**src/rtl/wb_arbiter.sv**
```systemverilog
`default_nettype none
// ============================================================================
// Module      : wb_arbiter
// Description : Two-source writeback arbiter. Picks at most one of the
//               integer pipe (ip, index 0) or load/store pipe (lsp, index 1)
//               per cycle, registers the accepted writeback and emits
//               one-cycle regfile-write, scoreboard-clear and retire strobes.
//               Contention is resolved round-robin on a 1-bit last-grant.
// Ports       : clk, rst                        - clock, sync active-high reset
//               ip_wb_*  / lsp_wb_*             - per-source request (dst,
//                                                 result, pc, wb_en, valid)
//                                                 and combinational ready
//               rf_wen, rf_wdst, rf_wdata       - regfile write port
//               wb_ix_clear_valid/_dst          - scoreboard clear
//               wb_retire_valid/_pc/_src        - retire report
//               wb_instret                      - retired count (optional)
// Config      : WB_INSTRET_EN - when defined, adds the 64-bit wb_instret
//               counter port; when undefined the port and counter are absent.
// Revision    : 1.0 - initial release
// ============================================================================
module wb_arbiter #(
  parameter int NUM_SRC = 2
) (
  input  logic        clk,
  input  logic        rst,

  input  logic [4:0]  ip_wb_dst,
  input  logic [63:0] ip_wb_result,
  input  logic [63:0] ip_wb_pc,
  input  logic        ip_wb_wb_en,
  input  logic        ip_wb_valid,
  output logic        ip_wb_ready,

  input  logic [4:0]  lsp_wb_dst,
  input  logic [63:0] lsp_wb_result,
  input  logic [63:0] lsp_wb_pc,
  input  logic        lsp_wb_wb_en,
  input  logic        lsp_wb_valid,
  output logic        lsp_wb_ready,

  output logic        rf_wen,
  output logic [4:0]  rf_wdst,
  output logic [63:0] rf_wdata,

  output logic        wb_ix_clear_valid,
  output logic [4:0]  wb_ix_clear_dst,

  output logic        wb_retire_valid,
  output logic [63:0] wb_retire_pc,
  output logic        wb_retire_src
`ifdef WB_INSTRET_EN
  ,
  output logic [63:0] wb_instret
`endif
);

  // Grant index width; the source set is fixed at two so this is one bit.
  localparam int GRANT_W = (NUM_SRC > 1) ? $clog2(NUM_SRC) : 1;
  localparam logic [GRANT_W-1:0] GRANT_IP  = GRANT_W'(0);
  localparam logic [GRANT_W-1:0] GRANT_LSP = GRANT_W'(1);

  // --------------------------------------------------------------------------
  // State
  // --------------------------------------------------------------------------
  logic [GRANT_W-1:0] last_grant_q, last_grant_d;
  logic               wen_q,        wen_d;
  logic               retire_q,     retire_d;
  logic [4:0]         dst_q,        dst_d;
  logic [63:0]        data_q,       data_d;
  logic [63:0]        pc_q,         pc_d;
  logic               src_q,        src_d;

  // --------------------------------------------------------------------------
  // Arbitration. The output stage always drains, so a lone valid source is
  // accepted immediately. With nothing pending, ip is parked ready.
  // --------------------------------------------------------------------------
  always_comb begin
    ip_wb_ready  = 1'b0;
    lsp_wb_ready = 1'b0;
    if (!rst) begin
      if (ip_wb_valid && lsp_wb_valid) begin
        // Contention: grant the source that did not win last time.
        ip_wb_ready  = (last_grant_q == GRANT_LSP);
        lsp_wb_ready = (last_grant_q == GRANT_IP);
      end else if (lsp_wb_valid) begin
        lsp_wb_ready = 1'b1;
      end else begin
        ip_wb_ready  = 1'b1;
      end
    end
  end

  logic        w_ip_xfer;
  logic        w_lsp_xfer;
  logic        w_xfer;
  logic [4:0]  w_dst;
  logic [63:0] w_result;
  logic [63:0] w_pc;
  logic        w_wb_en;

  assign w_ip_xfer  = ip_wb_valid  && ip_wb_ready;
  assign w_lsp_xfer = lsp_wb_valid && lsp_wb_ready;
  assign w_xfer     = w_ip_xfer || w_lsp_xfer;

  // At most one of the two transfers can be active, so select on lsp.
  assign w_dst    = w_lsp_xfer ? lsp_wb_dst    : ip_wb_dst;
  assign w_result = w_lsp_xfer ? lsp_wb_result : ip_wb_result;
  assign w_pc     = w_lsp_xfer ? lsp_wb_pc     : ip_wb_pc;
  assign w_wb_en  = w_lsp_xfer ? lsp_wb_wb_en  : ip_wb_wb_en;

  // --------------------------------------------------------------------------
  // Next state. Strobes are single-cycle pulses; payload registers only move
  // on a transfer and otherwise hold their last value.
  // --------------------------------------------------------------------------
  always_comb begin
    last_grant_d = last_grant_q;
    wen_d        = 1'b0;
    retire_d     = 1'b0;
    dst_d        = dst_q;
    data_d       = data_q;
    pc_d         = pc_q;
    src_d        = src_q;
    if (w_xfer) begin
      last_grant_d = w_lsp_xfer ? GRANT_LSP : GRANT_IP;
      // x0 is hardwired zero: never write it or clear its scoreboard bit.
      wen_d        = w_wb_en && (w_dst != 5'd0);
      retire_d     = 1'b1;
      dst_d        = w_dst;
      data_d       = w_result;
      pc_d         = w_pc;
      src_d        = w_lsp_xfer;
    end
  end

  always_ff @(posedge clk) begin
    if (rst) begin
      // lsp as last winner makes the first contention after reset go to ip.
      last_grant_q <= GRANT_LSP;
      wen_q        <= 1'b0;
      retire_q     <= 1'b0;
      dst_q        <= 5'd0;
      data_q       <= 64'd0;
      pc_q         <= 64'd0;
      src_q        <= 1'b0;
    end else begin
      last_grant_q <= last_grant_d;
      wen_q        <= wen_d;
      retire_q     <= retire_d;
      dst_q        <= dst_d;
      data_q       <= data_d;
      pc_q         <= pc_d;
      src_q        <= src_d;
    end
  end

  assign rf_wen            = wen_q;
  assign rf_wdst           = dst_q;
  assign rf_wdata          = data_q;
  // Scoreboard clear fires on exactly the same condition as the regfile write.
  assign wb_ix_clear_valid = wen_q;
  assign wb_ix_clear_dst   = dst_q;
  assign wb_retire_valid   = retire_q;
  assign wb_retire_pc      = pc_q;
  assign wb_retire_src     = src_q;

`ifdef WB_INSTRET_EN
  // Counts on the transfer edge so the new value lines up with the retire
  // pulse; wraps naturally at 2^64.
  logic [63:0] instret_q;

  always_ff @(posedge clk) begin
    if (rst) begin
      instret_q <= 64'd0;
    end else if (w_xfer) begin
      instret_q <= instret_q + 64'd1;
    end
  end

  assign wb_instret = instret_q;
`endif

endmodule
`default_nettype wire

```
**config.mk**
```make
export PLATFORM = sky130hd
export DESIGN_NAME = wb_arbiter
export DESIGN_NICKNAME = d
export VERILOG_FILES = /design/src/rtl/wb_arbiter.sv
export SDC_FILE = /design/constraint.sdc
export NUM_CORES = 1
export LEC_CHECK = 0
export BUFFER_PORTS_ARGS = -buffer_cell sky130_fd_sc_hd__buf_4
export CORE_AREA = 8 8 155 157
export CTS_BUF_LIST = sky130_fd_sc_hd__clkbuf_4
export DETAILED_ROUTE_END_ITERATION = 6
export DIE_AREA = 0 0 163 165
export PLACE_DENSITY = 0.63
export SLEW_MARGIN = 25
export SYNTH_ARGS = -nofsm -noshare
export SYNTH_HDL_FRONTEND = slang
export SYNTH_SLANG_ARGS = --single-unit
```
**constraint.sdc**
```tcl
create_clock -name clk -period 3.65 [get_ports clk]
set_clock_uncertainty 0.1 [all_clocks]
set_input_delay 0.1825 -clock clk [delete_from_list [all_inputs] [get_ports clk]]
set_output_delay 0.1825 -clock clk [all_outputs]
set_load 0.01 [all_outputs]
```
; ---- Word level (Yosys, flattened, before mapping)
; Index checks and enable logic that the tools add are counted.
[word_totals]
regBits = 137
in_bits = 272
output_inout_bits = 144
word_cells = 28
[op_classes]
mux = 12
bitwise = 2
n_reduce_logical = 7
[ops]
columns = operator, n
row1 = 64-bit 2-to-1 mux, 2
row2 = 1-bit 2-to-1 mux, 9
row3 = 5-bit 2-to-1 mux, 1
row4 = 5-bit nonzero test, 1
row5 = 1-bit logical AND, 4
row6 = 1-bit NOT, 2
row7 = 2-bit OR reduction, 1
row8 = 1-bit logical OR, 1

; ---- Longest topological paths before layout
[depth]
word_depth = 7
depth_mapped = 6
depth_no_buf = 3

; ---- Least setup slack after synthesis
; No wires, ideal clock.
[synth_timing]
path_type = register -> register
start = register last_grant_q
end = register data_q[10], in the netlist rf_wdata[10]
setup_time_ps = 89
t_arrival_ps = 1145
required_ps = 3461
slack_ps = 2316
stages_incl_launch_ff = 7
n_path_buf = 3
period_less_slack_ps = 1334
cell_sequence = dfxtp_1 a21bo_1 buf_4 buf_6 buf_6 nand2_1 a311oi_2
[synth_between]
elab_chain_cells = 5
elab_cells_between_ends = 9
classes_between = 5 x mux / 1 x bitwise / 3 x reduce/logical
[synth_lines]
columns = item, line_no
row1 = "start, declared", 65  ; logic [GRANT_W-1:0] last_grant_q, last_grant_d;
row2 = "start signal, assigned", 146  ; last_grant_q <= last_grant_d;
row3 = 1-bit NOT, 84  ; lsp_wb_ready = (last_grant_q == GRANT_IP);
row4 = 1-bit 2-to-1 mux, 81  ; if (ip_wb_valid && lsp_wb_valid) begin
row5 = 1-bit 2-to-1 mux, 80  ; if (!rst) begin
row6 = 1-bit logical AND, 102  ; assign w_lsp_xfer = lsp_wb_valid && lsp_wb_ready;
row7 = 64-bit 2-to-1 mux or 1-bit logical OR (tied branches), "107, 103"
row8 = "end signal, assigned", 150  ; data_q <= data_d;
row9 = "end, declared", 69  ; logic [63:0] data_q, data_d;
; Several ways; a longest one is shown, not always the timed one.
; A chain may end at the register's enable or synchronous reset.

; ---- Final worst setup path
[layout_timing]
start = input port ip_wb_valid
end = register data_q[52], in the netlist rf_wdata[52]
[layout_between]
elab_chain_cells = 5
elab_cells_between_ends = 9
classes_between = 5 x mux / 4 x reduce/logical
[layout_lines]
columns = item, line_no
row1 = "start, declared", 31  ; input logic ip_wb_valid,
row2 = 1-bit logical AND, 81
row3 = 1-bit 2-to-1 mux, 81
row4 = 1-bit 2-to-1 mux, 80
row5 = "1-bit logical AND, on equally long branches", "102, 101"
row6 = 64-bit 2-to-1 mux or 1-bit logical OR (tied branches), "107, 103"
; Several ways; a longest one is shown, not always the timed one.

==> metrics.md <==
| Metric | Value |
|---|---|
| Status | `finished, final reports clean` |
| Via count | `approximately 8000` |
| Mux contribution to synthesized area | `0%` |
| Synth Instances | `approximately 770` |
| DRT iter0 DRCs | `459` |
| Fraction of layout instances using a drive strength above 1 | `between 30% and 40%` |
| Sink Count | `around 140` |
| Post-synthesis sequential area ratio | `between 40% and 50%` |
| Max-Cap Viols | `0` |
| Syn-to-layout area delta | `99.92%` |
| Synth Area in Compound Gates | `21.96%` |
| Leak | `5.944 nW` |
| Core ar. | `between 0.02 and 0.025 sq mm` |
| Synth cell types | `20` |
| Synth Area in XOR/XNOR | `0%` |
| DRC Markers | `0` |
| Initial antenna violation count | `2` |
| Post-DP Area | `approximately 0.0093 sq mm` |
| Setup TNS | `0 ps` |
| Port buffer count | `around 420` |
| Reg clk slew, reported paths | `120 ps` |
| GR Util met3 | `under 10%` |
| Worst-case clock buffer depth | `2` |
| Num rows | `between 50 and 60` |
| Worst Max-Slew Pin Slew | `943.1 ps` |
| Avg Vias per Cell | `4.739` |
| Largest family of logic cells by synthesized area | `simple AND/OR/NAND/NOR gates` |
| GPL Wtd Cong | `0.8174` |
| Hold WS | `337.8 ps` |
| # fillers | `between 1500 and 2000` |
| Clk Latency, worst-skew pair | `510 ps` |
| Cell area power density | `328.9 mW/mm^2` |
| Clock Tree Root | `clkbuf_4` |
| Drt total wl | `approximately 30000 um` |
| Mapped Area | `around 0.006 sq mm` |
| Top Usage Layer GRT | `met2` |
| First-pass GRT wire length | `45530 um` |
| RSZ-0062 raised after global routing | `no` |
| GR Overflow Total | `0` |
| Final period utilization | `72.31%` |
| Syn_area_per_cell | `8.033 sq um` |
| CP required | `4020 ps` |
| Reg2Reg Setup Slack | `1050 ps` |
| Most frequent cells in the layout | `426 x buf_4, 272 x dlygate4sd3_1, 267 x nand2_1` |
| Yosys reg bits | `137` |
| Routed wire per std cell | `17.39 um` |
| Synthesized net count | `1040` |
| Power Total | `0.004057 W` |
| Die width | `163 um` |
| Peak supply drop | `0.0002119 V` |
| Final hold violations | `0` |
| Post-CTS Setup Inserts | `0` |
| Syn. warnings | `0` |
| Slew Limit Fails | `0` |
| Most common cell after layout, fill and taps aside | `buf_4` |
| Die Footprint | `0.02690 sq mm` |
| CTS-repair resized insts | `0` |
| First-pass DRT Iterations | `5` |
| Nets@finish | `1679` |
| Reg area | `roughly 0.0027 sq mm` |
| CP Capture Type | `flop` |
| Max H-tree Level | `4` |
| I/O pin total | `416` |
| Setup ws final | `1011 ps` |
| Largest net degree at the start of global routing | `83` |
| Hpwl dp | `19160 um` |
| Fin crit period | `2639 ps` |
| Die H | `165 um` |
| Setup crit start kind | `primary input` |
| Area of the multi-input gates | `0.002943 sq mm` |
| Met2 Use GR | `37.53%` |
| Antenna Nets Post-Route | `0` |
| Critical path fanouts, max | `slightly above 70` |
| Crit Path Class | `primary input to flop` |
| Starting Density | `around 29%` |
| CTS tree | `yes` |
| CP arrival | `3010 ps` |
| Synth Area in Simple Gates | `25.47%` |
| Relative slew slack | `37.13%` |
| CTS Buf Count | `17` |
| Global-route usage over all layers | `21.15%` |
| Pre-CTS setup slack | `1622 ps` |
| Worst Hold Class | `primary input to flop` |
| M1 GR Usage | `23.37%` |
| Vias in the first global route | `around 8600` |
| Setup Viol. Count Final | `0` |
| Fmax | `0.3789 GHz` |
| Final Cell Area | `0.01233 sq mm` |
| Adder-Cell Fraction of Synth Area | `0%` |
[routing by layer]
layer / wire length, um / vias up / part of all wire, %
li1: - / 3950 / -
met1: 11210 / 3718 / 38
met2: 15240 / 326 / 52
met3: 2036 / 67 / 6.9
met4: 1093 / 0 / 3.7
met5: 0 / - / 0
[metrics by stage]
stage / util (%) / std cells
global placement: 43.26 / 1396
global route: 57.41 / 1701
finish: 57.41 / 1701
CTS: 57.38 / 1699
floorplan: - / 768
detailed placement: 43.26 / 1396
[worst max-delay path, cell delays in order]
cell and delay, ps:
dlygate4sd3_1 550, buf_4 170, or2_4 710, buf_4 420, nor2_1 90, a311oi_1 270
dlygate4sd3_1 590
[synthesized netlist by cell type (all sizes together)]
library cell / count / area, sq um
a32oi: 1 / 8.760
o21ai: 1 / 5.000
a21bo: 1 / 10.01
a21oi: 1 / 5.000
nor4: 1 / 6.260
or4: 2 / 15.01
nor2: 135 / 506.7
or2: 1 / 6.260
nor3: 2 / 10.01
nor2b: 1 / 6.260
nand2: 267 / 1002
a21boi: 1 / 11.26
clkbuf: 15 / 56.30
dfxtp: 137 / 2743
buf: 66 / 444.2
nand2b: 3 / 18.77
a311oi: 133 / 1315
[state kept, by name, summed over array words and instances (netlist names)]
signal           count
rf_wdata            64
wb_retire_pc        64
rf_wdst              5
last_grant_q         1
rf_wen               1
wb_retire_src        1
wb_retire_valid      1
[what timing repair did]
action	CTS	global route
setup endpoints to repair	0	0
hold buffers	272	0
endpoints found under the hold margin	136	0
[area by class of cell]
| type | count | area share (%) |
|---|---|---|
| multi-input combinational | 550 | 23.86 |
| antenna | 2 | 0.04058 |
| timing repair buffer | 701 | 48.49 |
| clock inverter | 13 | 1.440 |
| clock buffer | 18 | 1.096 |
| tap | 280 | 2.840 |
| sequential | 137 | 22.24 |
[logic make-up after synthesis]
kind of cell	count (synthesis)
and+or+nand+nor	412
AOI/OAI and AO/OA	138
DFF	137
buffers and inverters	81
[path summary, 6_finish.rpt]
kind                               from                    endpoint  cells after the start
min                                 rst  wb_retire_valid$_SDFF_PP0_                      3
min reg2reg  wb_retire_src$_SDFFE_PP0P_  wb_retire_src$_SDFFE_PP0P_                      2
max                         ip_wb_valid   rf_wdata[52]$_SDFFE_PP0P_                      7
max reg2reg   last_grant_q$_SDFFE_PP1P_           rf_wen$_SDFF_PP0_                      5
[report_power, final]
group	internal, W	switching, W
Clock	0.000545	0.000597
Combinational	0.000715	0.000502
Sequential	0.00162	0.0000751
Total	0.00288	0.00117
(Power assumes the default switching activity.)
